--- config.mk ---
export PLATFORM = sky130hd
export DESIGN_NAME = sha256_block_sequencer_flat
export DESIGN_NICKNAME = d
export VERILOG_FILES = /design/src/rtl/sha256_block_sequencer_pkg.sv /design/src/rtl/sha256_block_sequencer_if.sv /design/src/rtl/sha256_block_sequencer_pad_word.sv /design/src/rtl/sha256_block_sequencer.sv /design/src/flat_wrapper.sv
export SDC_FILE = /design/constraint.sdc
export NUM_CORES = 1
export LEC_CHECK = 0
export CORE_MARGIN = 5
export CORE_UTILIZATION = 45
export DETAILED_ROUTE_END_ITERATION = 7
export PLACE_DENSITY = 0.7
export SYNTH_ARGS = -nofsm -noshare
export SYNTH_HDL_FRONTEND = slang
export SYNTH_SLANG_ARGS = --single-unit
--- constraint.sdc ---
create_clock -name clk -period 6.9 [get_ports clk]
set_clock_uncertainty 0.2 [all_clocks]
set_input_delay 0.69 -clock clk [delete_from_list [all_inputs] [get_ports clk]]
set_output_delay 0.69 -clock clk [all_outputs]
set_load 0.01 [all_outputs]
--- src/rtl/sha256_block_sequencer_pkg.sv ---
// sha256_seq_pkg: shared state type, block constants and padded block-count helper
// for the SHA-256 block sequencer.
package sha256_seq_pkg;
    typedef enum logic [2:0] {S_IDLE, S_CALC, S_READ, S_WAIT, S_EMIT, S_DONE} seq_state_t;
    localparam int BLOCK_WORDS = 16;
    localparam logic [31:0] MAX_SIZE = 32'd4194231;
    // Message + 0x80 marker + 8 length bytes, rounded up to whole 64-byte blocks.
    function automatic logic [32:0] calc_blocks(input logic [31:0] size);
        return ({1'b0, size} + 33'd72) >> 6;
    endfunction
endpackage

--- src/rtl/sha256_block_sequencer_if.sv ---
// sha256_block_sequencer_if: message memory read port and padded word stream to the hash core.
interface sha256_block_sequencer_if #(parameter int ADDR_W = 16);
    logic              mem_re;
    logic [ADDR_W-1:0] mem_addr;
    logic [31:0]       mem_read_data;
    logic              blk_valid;
    logic              blk_ready;
    logic [31:0]       blk_word;
    logic [3:0]        blk_idx;
    logic [15:0]       blk_num;
    logic              blk_first;
    logic              blk_last;
    modport master (
        output mem_re, mem_addr, blk_valid, blk_word, blk_idx, blk_num, blk_first, blk_last,
        input  mem_read_data, blk_ready
    );
    modport slave (
        input  mem_re, mem_addr, blk_valid, blk_word, blk_idx, blk_num, blk_first, blk_last,
        output mem_read_data, blk_ready
    );
endinterface

--- src/rtl/sha256_block_sequencer_pad_word.sv ---
// sha256_pad_word: builds padded word g of a message of size bytes from a raw memory word,
// masking bytes past the message, inserting the 0x80 marker and the 64-bit bit length.
module sha256_pad_word (
    input  logic [19:0] g,
    input  logic [31:0] size,
    input  logic [19:0] t,
    input  logic [31:0] raw,
    output logic [31:0] word
);
    logic [31:0] pad;
    for (genvar i = 0; i < 4; i++) begin : g_byte
        logic [31:0] b;
        assign b = 32'({g, 2'(i)});
        assign pad[31-8*i -: 8] = b < size ? raw[31-8*i -: 8] : b == size ? 8'h80 : 8'h00;
    end
    assign word = g == t - 20'd2 ? size >> 29 : g == t - 20'd1 ? size << 3 : pad;
endmodule

--- src/rtl/sha256_block_sequencer.sv ---
// sha256_block_sequencer: fetches one message from word memory and streams it to the
// compression core as SHA-256 padded 512-bit blocks, one tagged word per handshake.
module sha256_block_sequencer
    import sha256_seq_pkg::*;
#(
    parameter int ADDR_W = 16
) (
    input  logic                       clk,
    input  logic                       reset,
    input  logic                       start,
    input  logic [ADDR_W-1:0]          message_addr,
    input  logic [31:0]                size,
    output logic [15:0]                num_blocks,
    output logic                       busy,
    output logic                       done,
    output logic                       err,
    sha256_block_sequencer_if.master   bus
);
    seq_state_t        state_q, state_d;
    logic [31:0]       size_q;
    logic [ADDR_W-1:0] addr_q;
    logic [15:0]       nb_q;
    logic [19:0]       g_q, g_next, t, pad_g;
    logic [31:0]       word_q, pad_word;
    logic [32:0]       nb_calc;
    logic              legal, xfer, last, need_mem;

    assign nb_calc  = calc_blocks(size_q);
    // A block count that fits 16 bits is exactly the legal size range.
    assign legal    = nb_calc[32:16] == '0;
    assign t        = 20'(state_q == S_CALC ? nb_calc[15:0] : nb_q) * 20'(BLOCK_WORDS);
    assign g_next   = g_q + 20'd1;
    assign xfer     = state_q == S_EMIT && bus.blk_ready;
    assign last     = g_q == t - 20'd1;
    assign need_mem = 32'({g_next, 2'b00}) < size_q;
    assign pad_g    = state_q == S_EMIT ? g_next : g_q;

    sha256_pad_word u_pad (
        .g    (pad_g),
        .size (size_q),
        .t    (t),
        .raw  (state_q == S_WAIT ? bus.mem_read_data : 32'd0),
        .word (pad_word)
    );

    always_comb begin
        state_d = state_q;
        case (state_q)
            S_IDLE:  state_d = start ? S_CALC : S_IDLE;
            S_CALC:  state_d = !legal ? S_IDLE : size_q != '0 ? S_READ : S_EMIT;
            S_READ:  state_d = S_WAIT;
            S_WAIT:  state_d = S_EMIT;
            S_EMIT:  state_d = !xfer ? S_EMIT : last ? S_DONE : need_mem ? S_READ : S_EMIT;
            default: state_d = S_IDLE;
        endcase
    end

    always_ff @(posedge clk) begin
        if (reset) begin
            state_q <= S_IDLE;
            size_q  <= '0;
            addr_q  <= '0;
            nb_q    <= '0;
            g_q     <= '0;
            word_q  <= '0;
        end else begin
            state_q <= state_d;
            if (state_q == S_IDLE && start) begin
                size_q <= size;
                addr_q <= message_addr;
                g_q    <= '0;
            end
            if (state_q == S_CALC)
                nb_q <= legal ? nb_calc[15:0] : '0;
            if (state_q == S_CALC || state_q == S_WAIT || xfer)
                word_q <= pad_word;
            if (xfer)
                g_q <= g_next;
        end
    end

    assign bus.mem_re    = state_q == S_READ;
    assign bus.mem_addr  = addr_q + ADDR_W'(g_q);
    assign bus.blk_valid = state_q == S_EMIT;
    assign bus.blk_word  = word_q;
    assign bus.blk_idx   = g_q[3:0];
    assign bus.blk_num   = g_q[19:4];
    assign bus.blk_first = state_q == S_EMIT && g_q == '0;
    assign bus.blk_last  = state_q == S_EMIT && last;
    assign num_blocks    = nb_q;
    assign busy          = state_q != S_IDLE;
    assign done          = state_q == S_DONE;
    assign err           = state_q == S_CALC && !legal;
endmodule
--- src/flat_wrapper.sv ---
// flat-port wrapper written by rule: the top's interface ports become plain ports
module sha256_block_sequencer_flat import sha256_seq_pkg::*;
#(
    parameter int ADDR_W = 16
)
  (clk, reset, start, message_addr, size, num_blocks, busy, done, err, bus_mem_re, bus_mem_addr, bus_blk_valid, bus_blk_word, bus_blk_idx, bus_blk_num, bus_blk_first, bus_blk_last, bus_mem_read_data, bus_blk_ready);
  sha256_block_sequencer_if #(.ADDR_W(ADDR_W)) bus_i ();
  input  logic clk;
  input  logic reset;
  input  logic start;
  input  logic [ADDR_W-1:0] message_addr;
  input  logic [31:0] size;
  output logic [15:0] num_blocks;
  output logic busy;
  output logic done;
  output logic err;
  output wire logic [$bits(bus_i.mem_re)-1:0] bus_mem_re;
  output wire logic [$bits(bus_i.mem_addr)-1:0] bus_mem_addr;
  output wire logic [$bits(bus_i.blk_valid)-1:0] bus_blk_valid;
  output wire logic [$bits(bus_i.blk_word)-1:0] bus_blk_word;
  output wire logic [$bits(bus_i.blk_idx)-1:0] bus_blk_idx;
  output wire logic [$bits(bus_i.blk_num)-1:0] bus_blk_num;
  output wire logic [$bits(bus_i.blk_first)-1:0] bus_blk_first;
  output wire logic [$bits(bus_i.blk_last)-1:0] bus_blk_last;
  input wire logic [$bits(bus_i.mem_read_data)-1:0] bus_mem_read_data;
  input wire logic [$bits(bus_i.blk_ready)-1:0] bus_blk_ready;
  assign bus_mem_re = bus_i.mem_re;
  assign bus_mem_addr = bus_i.mem_addr;
  assign bus_blk_valid = bus_i.blk_valid;
  assign bus_blk_word = bus_i.blk_word;
  assign bus_blk_idx = bus_i.blk_idx;
  assign bus_blk_num = bus_i.blk_num;
  assign bus_blk_first = bus_i.blk_first;
  assign bus_blk_last = bus_i.blk_last;
  assign bus_i.mem_read_data = bus_mem_read_data;
  assign bus_i.blk_ready = bus_blk_ready;
  sha256_block_sequencer #(.ADDR_W(ADDR_W)) u_core (.clk(clk), .reset(reset), .start(start), .message_addr(message_addr), .size(size), .num_blocks(num_blocks), .busy(busy), .done(done), .err(err), .bus(bus_i));
endmodule
==> qor.yml <==
dp_slack_ns: 1.52
grt_max_degree: 75
drv_slew: 0
synth_top_area_frac: 0.278
cp.required_ns: 6.01
worstSetupStartpointType: "flip-flop"
die_x_um: 148
antenna_left: 0
synth_compound_area_frac: 0.187
grt_pass1_wl_um: 43600
synth_most_common_cell: "nand2_1"
crit_type: "flip-flop to primary output"
pin_count: 175
fmax_mhz: 171
drt-initial-drc-count: 757
htreeDepth: 4
post-route-drc-count: 0
cts_hold_buf: 0
final.min_clock_period_ns: 5.84
io_buffers: 174
grt_setup_unrepaired: "no"
power.density_nw_per_um2: 204
holdCritPathClass: "flip-flop to flip-flop"
synth_cell_types: 78
place_congestion: 0.903
synth_area_leaders: "dfxtp_1, ha_1, nand2_1"
drt-total-wl_um: 27500
syn_avg_cell_area_um2: 7.68
synth_xor_area_frac: 0.108
reg2reg_depth: 17
cts_tree: "yes"
insertedDiodeCount: 0
fin_ws_ns: 1.06
dp_hpwl_um: 20900
cap_violations: 0
rows: 50
r2r-end: "u_core.bus.blk_word[22]$_SDFFE_PP0P_"
vdd_drop_max_mv: 0.169
die_height_um: 148
grt_use_total: 0.248
cts_buffers: 17
start_util: 0.458
synth_common_cells: "nand2_1, dfxtp_1, a21oi_1"
synth_mux_area_frac: 0.00965
vias_per_cell: 5.73
clk_latency_ns: 0.42
power_mw: 2.24
finalSetupTns_ns: 0
coreArea_um2: 18700
cts_resized: 0
leakagePower_nw: 4.33
grt_antenna_before_repair: 0
place_area_um2: 10300
synth_nets: 1259
worstHoldEndpoint: "u_core.addr_q[0]$_SDFFE_PP0P_"
r2r_start: "u_core.g_q[0]$_SDFFE_PP0P_"
hold_viol: 0
fin_crit_sh: 0.846
synth_top_family_by_area: "simple AND/OR/NAND/NOR gates"
yosys_warnings: 0
synth-adder-area-share: 0.0886
layout-drive-gt1-share: 0.0552
cts_setup_buffers: 0
finalSetupViolations: 0
synth-seq-area-share: 0.278
fillCellCount: 1722
r2r_slack_ns: 1.45
final_area_um2: 11000
synthSimpleGateAreaFrac: 0.270
area_growth_pct: 28.2
status: "complete, no violations"
cts.sinks: 119
worst_hold_slack_ns: 0.259
die_area_um2: 21900
netlist_area_um2: 8560
grt_overflow: 0
ys_ff_latch: 119
end_kind: "primary output"
firstDrtPassIters: 5
nets: 1382
min_path_cells: 2
cts-root-buf: "clkbuf_16"
syn_inst: 1115
relSlewSlack: 0.262
synth-edff-count: 0
synthFlopType: "dfxtp_1"
cp.arrival_ns: 4.95
critPathMaxFanout: 22
grt_pass1_vias: 8018
worstMarginPinSlew_ns: 1.10
async_flop_share: 0
vias: 8503
routedWlPerCell_um: 18.5
synth.largest_area_cell: "dfxtp_1"
cts_buffer_depth: 2
clkTransAtPathRegs_ns: 0.06
min-delay-start: "u_core.addr_q[0]$_SDFFE_PP0P_"
registers in the layout, indices dropped and copies added, names as in the netlist:
register and flops:
u_core.g_q 20, u_core.state_q 3, u_core.bus.blk_word 32, u_core.addr_q 16, u_core.size_q 32, u_core.num_blocks 16
kinds of logic (layout without fill, tap and decap cells):
| logic type | count (synthesis) | count (layout) |
|---|---|---|
| compound gates | 241 | 241 |
| xor+xnor | 101 | 101 |
| fa+ha+maj | 60 | 60 |
| buf+inv | 119 | 255 |
| flops | 119 | 119 |
| mux | 7 | 7 |
| simple gates | 468 | 468 |
per-layer routing:
metal	GRT usage	wire, µm	vias up
li1	-	-	4183
met1	0.342	12500	4002
met2	0.405	12900	288
met3	0.0460	1760	30
met4	0.0582	385	0
met5	0	0	-
placed cells by master, fill, tap and decap left out, types with 11 or more instances in the layout:
cell type,n
clkdlybuf4s50_1,173
nand2_1,169
dfxtp_1,119
a21oi_1,92
nor2_1,89
xnor2_1,66
ha_1,59
nand3_1,49
inv_1,38
nor3_1,34
o21ai_0,33
xor2_1,32
a21o_1,23
nor4_1,19
and2_1,19
a221o_1,18
nand4_1,17
clkbuf_16,17
o211ai_1,11
stage by stage:
step	cells	utilization
after floorplan	1115	-
after global placement	1453	0.552
after detailed placement	1453	0.552
after CTS	1485	0.587
after global routing	1485	0.587
final	1485	0.587
report_power, final:
| part | switching (mW) | internal, mW | total [mW] | leakage [nW] |
|---|---|---|---|---|
| Combinational | 0.272 | 0.215 | 0.487 | 3.05 |
| Clock | 0.368 | 0.626 | 0.994 | 0.313 |
| Sequential | 0.0427 | 0.714 | 0.757 | 0.967 |
| Total | 0.683 | 1.56 | 2.24 | 4.33 |
how the worst max path moves through the flow:
stage	start	end	slack, ns	depth (start not counted)
CTS	u_core.state_q[1]$_SDFF_PP0_	bus_blk_last	1.06	13
global route	u_core.state_q[1]$_SDFF_PP0_	bus_blk_last	0.69	13
detailed placement	u_core.state_q[1]$_SDFF_PP0_	bus_blk_last	1.52	13
floorplan	u_core.state_q[0]$_SDFF_PP0_	bus_blk_last	2.22	13
global placement	u_core.state_q[1]$_SDFF_PP0_	bus_blk_last	1.63	13
finish	u_core.state_q[1]$_SDFF_PP0_	bus_blk_last	1.06	13
worst max-delay path, cell delays in order, from the launching register on:
cell and delay (ns):
dfxtp_1 0.52, or3b_1 0.68, nor2_1 0.11, a21oi_1 0.35, ha_1 0.30, o31ai_1 0.19, nor4_4 0.24, nand3_2 0.21
or3_4 0.43, xnor2_1 0.14, xnor2_1 0.15, or4_1 0.47, nor3_1 0.17, clkdlybuf4s50_1 0.56
area by class of cell:
class,instances,area [µm²],area share
clock inverters,14,213,0.0194
multi-input cells,877,5700,0.519
clock buffers,18,439,0.0400
inverters,40,150,0.0137
repair buffers,183,1800,0.164
well taps,234,293,0.0267
flip-flops and latches,119,2380,0.217
Note: power is estimated with default switching activity, not from simulation.
==> variant 1, RTL diff (same settings) <==
`ADDR_W` is set to 16 in 3 places; all go to 14.
--- a/src/rtl/sha256_block_sequencer_if.sv
+++ b/src/rtl/sha256_block_sequencer_if.sv
@@ -1,5 +1,5 @@
 // sha256_block_sequencer_if: message memory read port and padded word stream to the hash core.
-interface sha256_block_sequencer_if #(parameter int ADDR_W = 16);
+interface sha256_block_sequencer_if #(parameter int ADDR_W = 14);
     logic              mem_re;
     logic [ADDR_W-1:0] mem_addr;
     logic [31:0]       mem_read_data;
--- a/src/rtl/sha256_block_sequencer.sv
+++ b/src/rtl/sha256_block_sequencer.sv
@@ -3,7 +3,7 @@
 module sha256_block_sequencer
     import sha256_seq_pkg::*;
 #(
-    parameter int ADDR_W = 16
+    parameter int ADDR_W = 14
 ) (
     input  logic                       clk,
     input  logic                       reset,
--- a/src/flat_wrapper.sv
+++ b/src/flat_wrapper.sv
@@ -1,7 +1,7 @@
 // flat-port wrapper written by rule: the top's interface ports become plain ports
 module sha256_block_sequencer_flat import sha256_seq_pkg::*;
 #(
-    parameter int ADDR_W = 16
+    parameter int ADDR_W = 14
 )
   (clk, reset, start, message_addr, size, num_blocks, busy, done, err, bus_mem_re, bus_mem_addr, bus_blk_valid, bus_blk_word, bus_blk_idx, bus_blk_num, bus_blk_first, bus_blk_last, bus_mem_read_data, bus_blk_ready);
   sha256_block_sequencer_if #(.ADDR_W(ADDR_W)) bus_i ();
Ports: changed (resized bus_mem_addr and message_addr); port bits go from 175 to 171. The function was not compared with the original's and may differ.
==> variant 1 against the unedited design <==
- sequential share of layout area is 0.51 points lower
- total power is 4.3% lower
- routed wire length is 4.3% higher
- area after synthesis is 3.0% higher
- setup slack better by 0.29 ns
- utilization is 1.7 points lower
- sequential power is 0.9% lower
- sequential cell count is 2 lower
- cell area is 0.71% higher
==> variant 1: results (changes against the unedited design) <==
[status]
outcome = complete, no violations

[cells_and_area]
nNetsFinal = 1391  ; +0.65%
final.fill_count = 1892  ; +9.9%
drive_above_1_share_pct = 6.17  ; +0.66 points
insertedDiodeCount = 0  ; unchanged

[grt]
grt_pass1_wl_um = 45300  ; +3.9%
grt_antenna_before_repair = 0  ; unchanged
grt_max_degree = 74  ; -1.3%
grt_pass1_vias = 8195  ; +2.2%
grt_use_total_pct = 25.5  ; +0.68 points

[clock_tree]
cts_setup_buffers = 0  ; unchanged
clkTransAtPathRegs_ns = 0.06  ; about the same
clock-root-buffer = clkbuf_16
postCtsHoldBufs = 0  ; unchanged
h-tree-depth = 4  ; unchanged
max-clock-path-buffers = 2  ; unchanged
cts_resized = 0  ; unchanged
numCtsBuffers = 17  ; unchanged
clk_latency_ns = 0.43

[synthesis]
synth_fp_nets = 1274  ; +1.2%
yosysUniqueCellTypes = 89  ; +14%
yosysMostFrequentCell = nand2_1
synth_ff_type = dfxtp_1
yosysWarningCount = 0  ; unchanged
synth_area_leaders = dfxtp_1 (27%), ha_1 (8.1%), xnor2_1 (6.6%)
synth_common_cells = nand2_1 (153), dfxtp_1 (117), a21oi_1 (97)
synth-async-reset-ratio_pct = 0  ; unchanged
ys_seq_area_share_pct = 26.6  ; -1.3 points
synth_cells = 1134  ; +1.7%

[detailed_routing]
drt_iter0_drc = 688  ; -9.1%
routedWlPerCell_um = 18.8  ; +1.3%
dr.pass1.iters = 5  ; unchanged
wirelength_um = 28700  ; +4.3%
vias = 8757  ; +3.0%

[setup_path]
reg2reg_depth = 15  ; -2
r2r_end = u_core.bus.blk_word[19]
reg2reg_setup_slack_ns = 1.58  ; +0.13 ns
r2r_start = u_core.state_q[2]
path_max_fanout = 21  ; -4.5%
arrival_ns = 4.65  ; -0.30 ns
cp-startpoint = u_core.state_q[1]
cp-endpoint = bus_blk_last

[pwr]
p_leak_nw = 4.64  ; +7.1%
vdd_drop_max_v = 0.000198  ; +17%

[place]
dp.cells = 1497  ; +3.0%
place_ws_ns = 1.67  ; +0.149 ns
gp_congestion = 0.940  ; +4.1%
io_buffers = 170  ; -2.3%
place_area_um2 = 10500  ; +1.8%
dpl.hpwl_um = 21700  ; +4.0%

[sta]
finalWorstSetupSlack_ns = 1.36  ; +0.295 ns
worst_pin_slew_ns = 1.20  ; +0.101 ns
timing.hold.ws_ns = 0.246  ; -0.0130 ns

[worst_hold_path]
min-delay-start = u_core.bus.blk_word[23]
hold_path.class = flop to flop
worstHoldPathCells = 2  ; unchanged
min_to = u_core.bus.blk_word[23]

## variant 1: logic make-up (layout without fill, tap and decap cells)
kind of cell / Yosys count / in the layout / synth area share, %
adders and majority gates: 58 / 58 / 8.32
and+or+nand+nor: 451 / 451 / 25.6
AOI/OAI and AO/OA: 272 / 272 / 20.9
buffers and inverters: 123 / 253 / 6.27
muxes: 11 / 11 / 1.48
xor gates and xnor gates: 102 / 102 / 10.9
DFF: 117 / 117 / 26.6
## variant 1: worst max-delay path, cell delays in order (launching register included)
cell and delay [ns]:
dfxtp_1 0.55, or3b_1 0.69, nor4_1 0.14, a21oi_1 0.20, ha_1 0.30, nor4b_1 0.33
nand4_1 0.31, a2111oi_2 0.33, xor2_1 0.35, xnor2_1 0.13, nor2_1 0.12, nand4_1 0.09
nor2_1 0.12, clkdlybuf4s50_1 0.55
## variant 1: routing by layer
| metal | part of all wire, % | global-route usage [%] | up-vias | wire length, µm |
|---|---|---|---|---|
| met5 | 0 | 0 | - | 0 |
| met3 | 7.5 | 4.91 | 51 | 2150 |
| met1 | 45 | 35.8 | 4078 | 13000 |
| met2 | 45 | 39.6 | 361 | 12900 |
| met4 | 2.3 | 7.87 | 0 | 670 |
| li1 | - | - | 4267 | - |
## variant 1: area by class of cell
type                       instances  area, µm²  area share, %
sequential                       117       2340           21.2
multi-input combinational        894       5930           53.7
timing repair buffer             175       1730           15.7
clock inverter                    15        118           1.06
inverter                          46        173           1.56
tap                              265        332           3.00
clock buffer                      17        425           3.85
## variant 1: report_power, final
part           total [mW]  internal, mW  switching, mW
Combinational       0.556         0.239          0.317
Clock               0.836         0.465          0.371
Sequential          0.750         0.704         0.0462
Total                2.14          1.41          0.734
==> variant 2, RTL diff (same settings) <==
Made on the original files. The 6 states of `seq_state_t` get a Gray code encoding in 3 bits.
--- a/src/rtl/sha256_block_sequencer_pkg.sv
+++ b/src/rtl/sha256_block_sequencer_pkg.sv
@@ -1,7 +1,7 @@
 // sha256_seq_pkg: shared state type, block constants and padded block-count helper
 // for the SHA-256 block sequencer.
 package sha256_seq_pkg;
-    typedef enum logic [2:0] {S_IDLE, S_CALC, S_READ, S_WAIT, S_EMIT, S_DONE} seq_state_t;
+    typedef enum logic [2:0] {S_IDLE = 3'b000, S_CALC = 3'b001, S_READ = 3'b011, S_WAIT = 3'b010, S_EMIT = 3'b110, S_DONE = 3'b111} seq_state_t;
     localparam int BLOCK_WORDS = 16;
     localparam logic [31:0] MAX_SIZE = 32'd4194231;
     // Message + 0x80 marker + 8 length bytes, rounded up to whole 64-byte blocks.
Behaviour: same outputs for any inputs over 4 cycles, from zero or initial values and one cycle with reset high; so few cycles prove little.
==> variant 2 against the unedited design <==
- largest power group unchanged
- register-to-register slack worse by 0.27 ns
- area after synthesis is 0.53% lower
- combinational power is 34% higher
- largest cell class unchanged
- synthesized cell count is 0.81% lower
- worst hold slack worse by 0.0028 ns
- routed wire length is 2.0% higher
- final cell count is 0.27% lower
- cell area is 0.57% lower
- total power is 5.5% higher
- sequential cell count stayed put
- setup slack worse by 0.52 ns
==> variant 2: results (changes against the unedited design) <==
[cells_and_area]
instances_no_fill = 1481  ; -0.27%
multi_input_gates = 874  ; -0.34%
multi_input_area_share_pct = 52.1  ; +0.23 points
drive_above_1_share_pct = 4.65  ; -0.86 points
bufAreaShareNonClock_pct = 16.5  ; +0.025 points
seq_share_pct = 21.8  ; +0.12 points
inverters = 40  ; unchanged
signal_buffers = 182  ; -0.55%
final.fill_count = 1728  ; +0.35%
clk_share_pct = 5.54  ; -0.40 points
seq_cells = 119  ; unchanged

[setup_path]
path_max_fanout = 15  ; -32%
cp-startpoint = u_core.size_q[4]
arrival_ns = 5.47  ; +0.52 ns
r2r_start = u_core.size_q[4]

[grt]
grt_pass1_vias = 7922  ; -1.2%
grt_max_degree = 75  ; unchanged
grt_antenna_before_repair = 0  ; unchanged
grt_pass1_wl_um = 43300  ; -0.74%
grt_use_total_pct = 25.1  ; +0.26 points

[clock_tree]
clkTransAtPathRegs_ns = 0.07
clk_latency_ns = 0.44  ; +0.02 ns
h-tree-depth = 4  ; unchanged
cts_resized = 0  ; unchanged
clock-root-buffer = clkbuf_16
numCtsBuffers = 17  ; unchanged

[place]
gp_congestion = 0.915  ; +1.3%
dp.cells = 1449  ; -0.28%
place_ws_ns = 1.15  ; -0.369 ns
dpl.hpwl_um = 21000  ; +0.73%
place_area_um2 = 10300  ; -0.15%

[synthesis]
ys_seq_area_share_pct = 28.0  ; +0.15 points
yosysWarningCount = 0  ; unchanged
synth_cells = 1106  ; -0.81%
synth_common_cells = nand2_1 (152), dfxtp_1 (119), nor2_1 (95)
synth-async-reset-ratio_pct = 0  ; unchanged
synth_fp_nets = 1250  ; -0.71%
synth_ff_type = dfxtp_1
avgSynthCellArea_um2 = 7.70  ; +0.28%
yosysUniqueCellTypes = 68  ; -13%
synth_area_leaders = dfxtp_1 (28%), ha_1 (8.7%), nand2_1 (6.7%)

[sta]
relSlewSlack_pct = 24.0  ; -2.1 points
hold_viol = 0  ; unchanged

[detailed_routing]
drt_iter0_drc = 690  ; -8.9%
routedWlPerCell_um = 19.0  ; +2.3%
dr.pass1.iters = 6  ; +1
vias = 8562  ; +0.69%

[pwr]
vdd_drop_max_v = 0.000166  ; -2.1%
p_leak_nw = 4.38  ; +1.2%

[status]
outcome = complete, no violations

[worst_hold_path]
min-delay-start = u_core.addr_q[5]

variant 2: changes by cell type in the layout (fill, tap and decap cells not counted), moves of 9 or more:
cell,delta
nand4_1,+13
nand3_1,-29
nand2_1,-17
and2_1,+14
a221o_1,+9
xor2_1,+9
variant 2: per-layer routing:
layer	track usage, %	vias to the layer above	routed length [µm]
met5	0	-	0
met4	7.83	0	714
met3	5.43	54	1950
met2	40.0	327	13100
met1	34.0	3985	12300
li1	-	4196	-
variant 2: worst max-delay path, cell delays in order, from the launching register on:
cell and delay (ns):
dfxtp_1 0.37, a31oi_1 0.93, a21oi_1 0.16, a21oi_1 0.20, ha_1 0.19, inv_1 0.07
a31o_2 0.24, nor3b_1 0.74, xnor2_1 0.24, xnor2_1 0.18, or4_1 0.59, nor3_1 0.21
nand2_1 0.08, nor4_1 0.26, clkdlybuf4s50_1 0.59
variant 2: worst paths after layout:
| kind | to | slack, ns | depth (start not counted) |
|---|---|---|---|
| worst max-delay path | bus_blk_last | 0.54 | 14 |
| worst max register to register | u_core.bus.blk_word[18] | 1.18 | 15 |
| worst min-delay path | u_core.addr_q[5] | 0.26 | 2 |
| worst min register to register | u_core.addr_q[5] | 0.26 | 2 |
variant 2: kinds of logic (layout without fill, tap and decap cells):
logic type	after synthesis	in the layout	synth area share, %
AND/OR/NAND/NOR	455	455	26.3
AO/OA/AOI/OAI	248	248	19.5
flip-flops	119	119	28.0
buffers and inverters	113	254	5.30
XOR/XNOR	102	102	11.0
adder cells (fa/ha/maj)	60	60	8.90
multiplexers	9	9	1.07
variant 2: power breakdown:
part	internal, mW	switching (mW)
clock network	0.547	0.382
registers	0.725	0.0537
logic	0.284	0.369
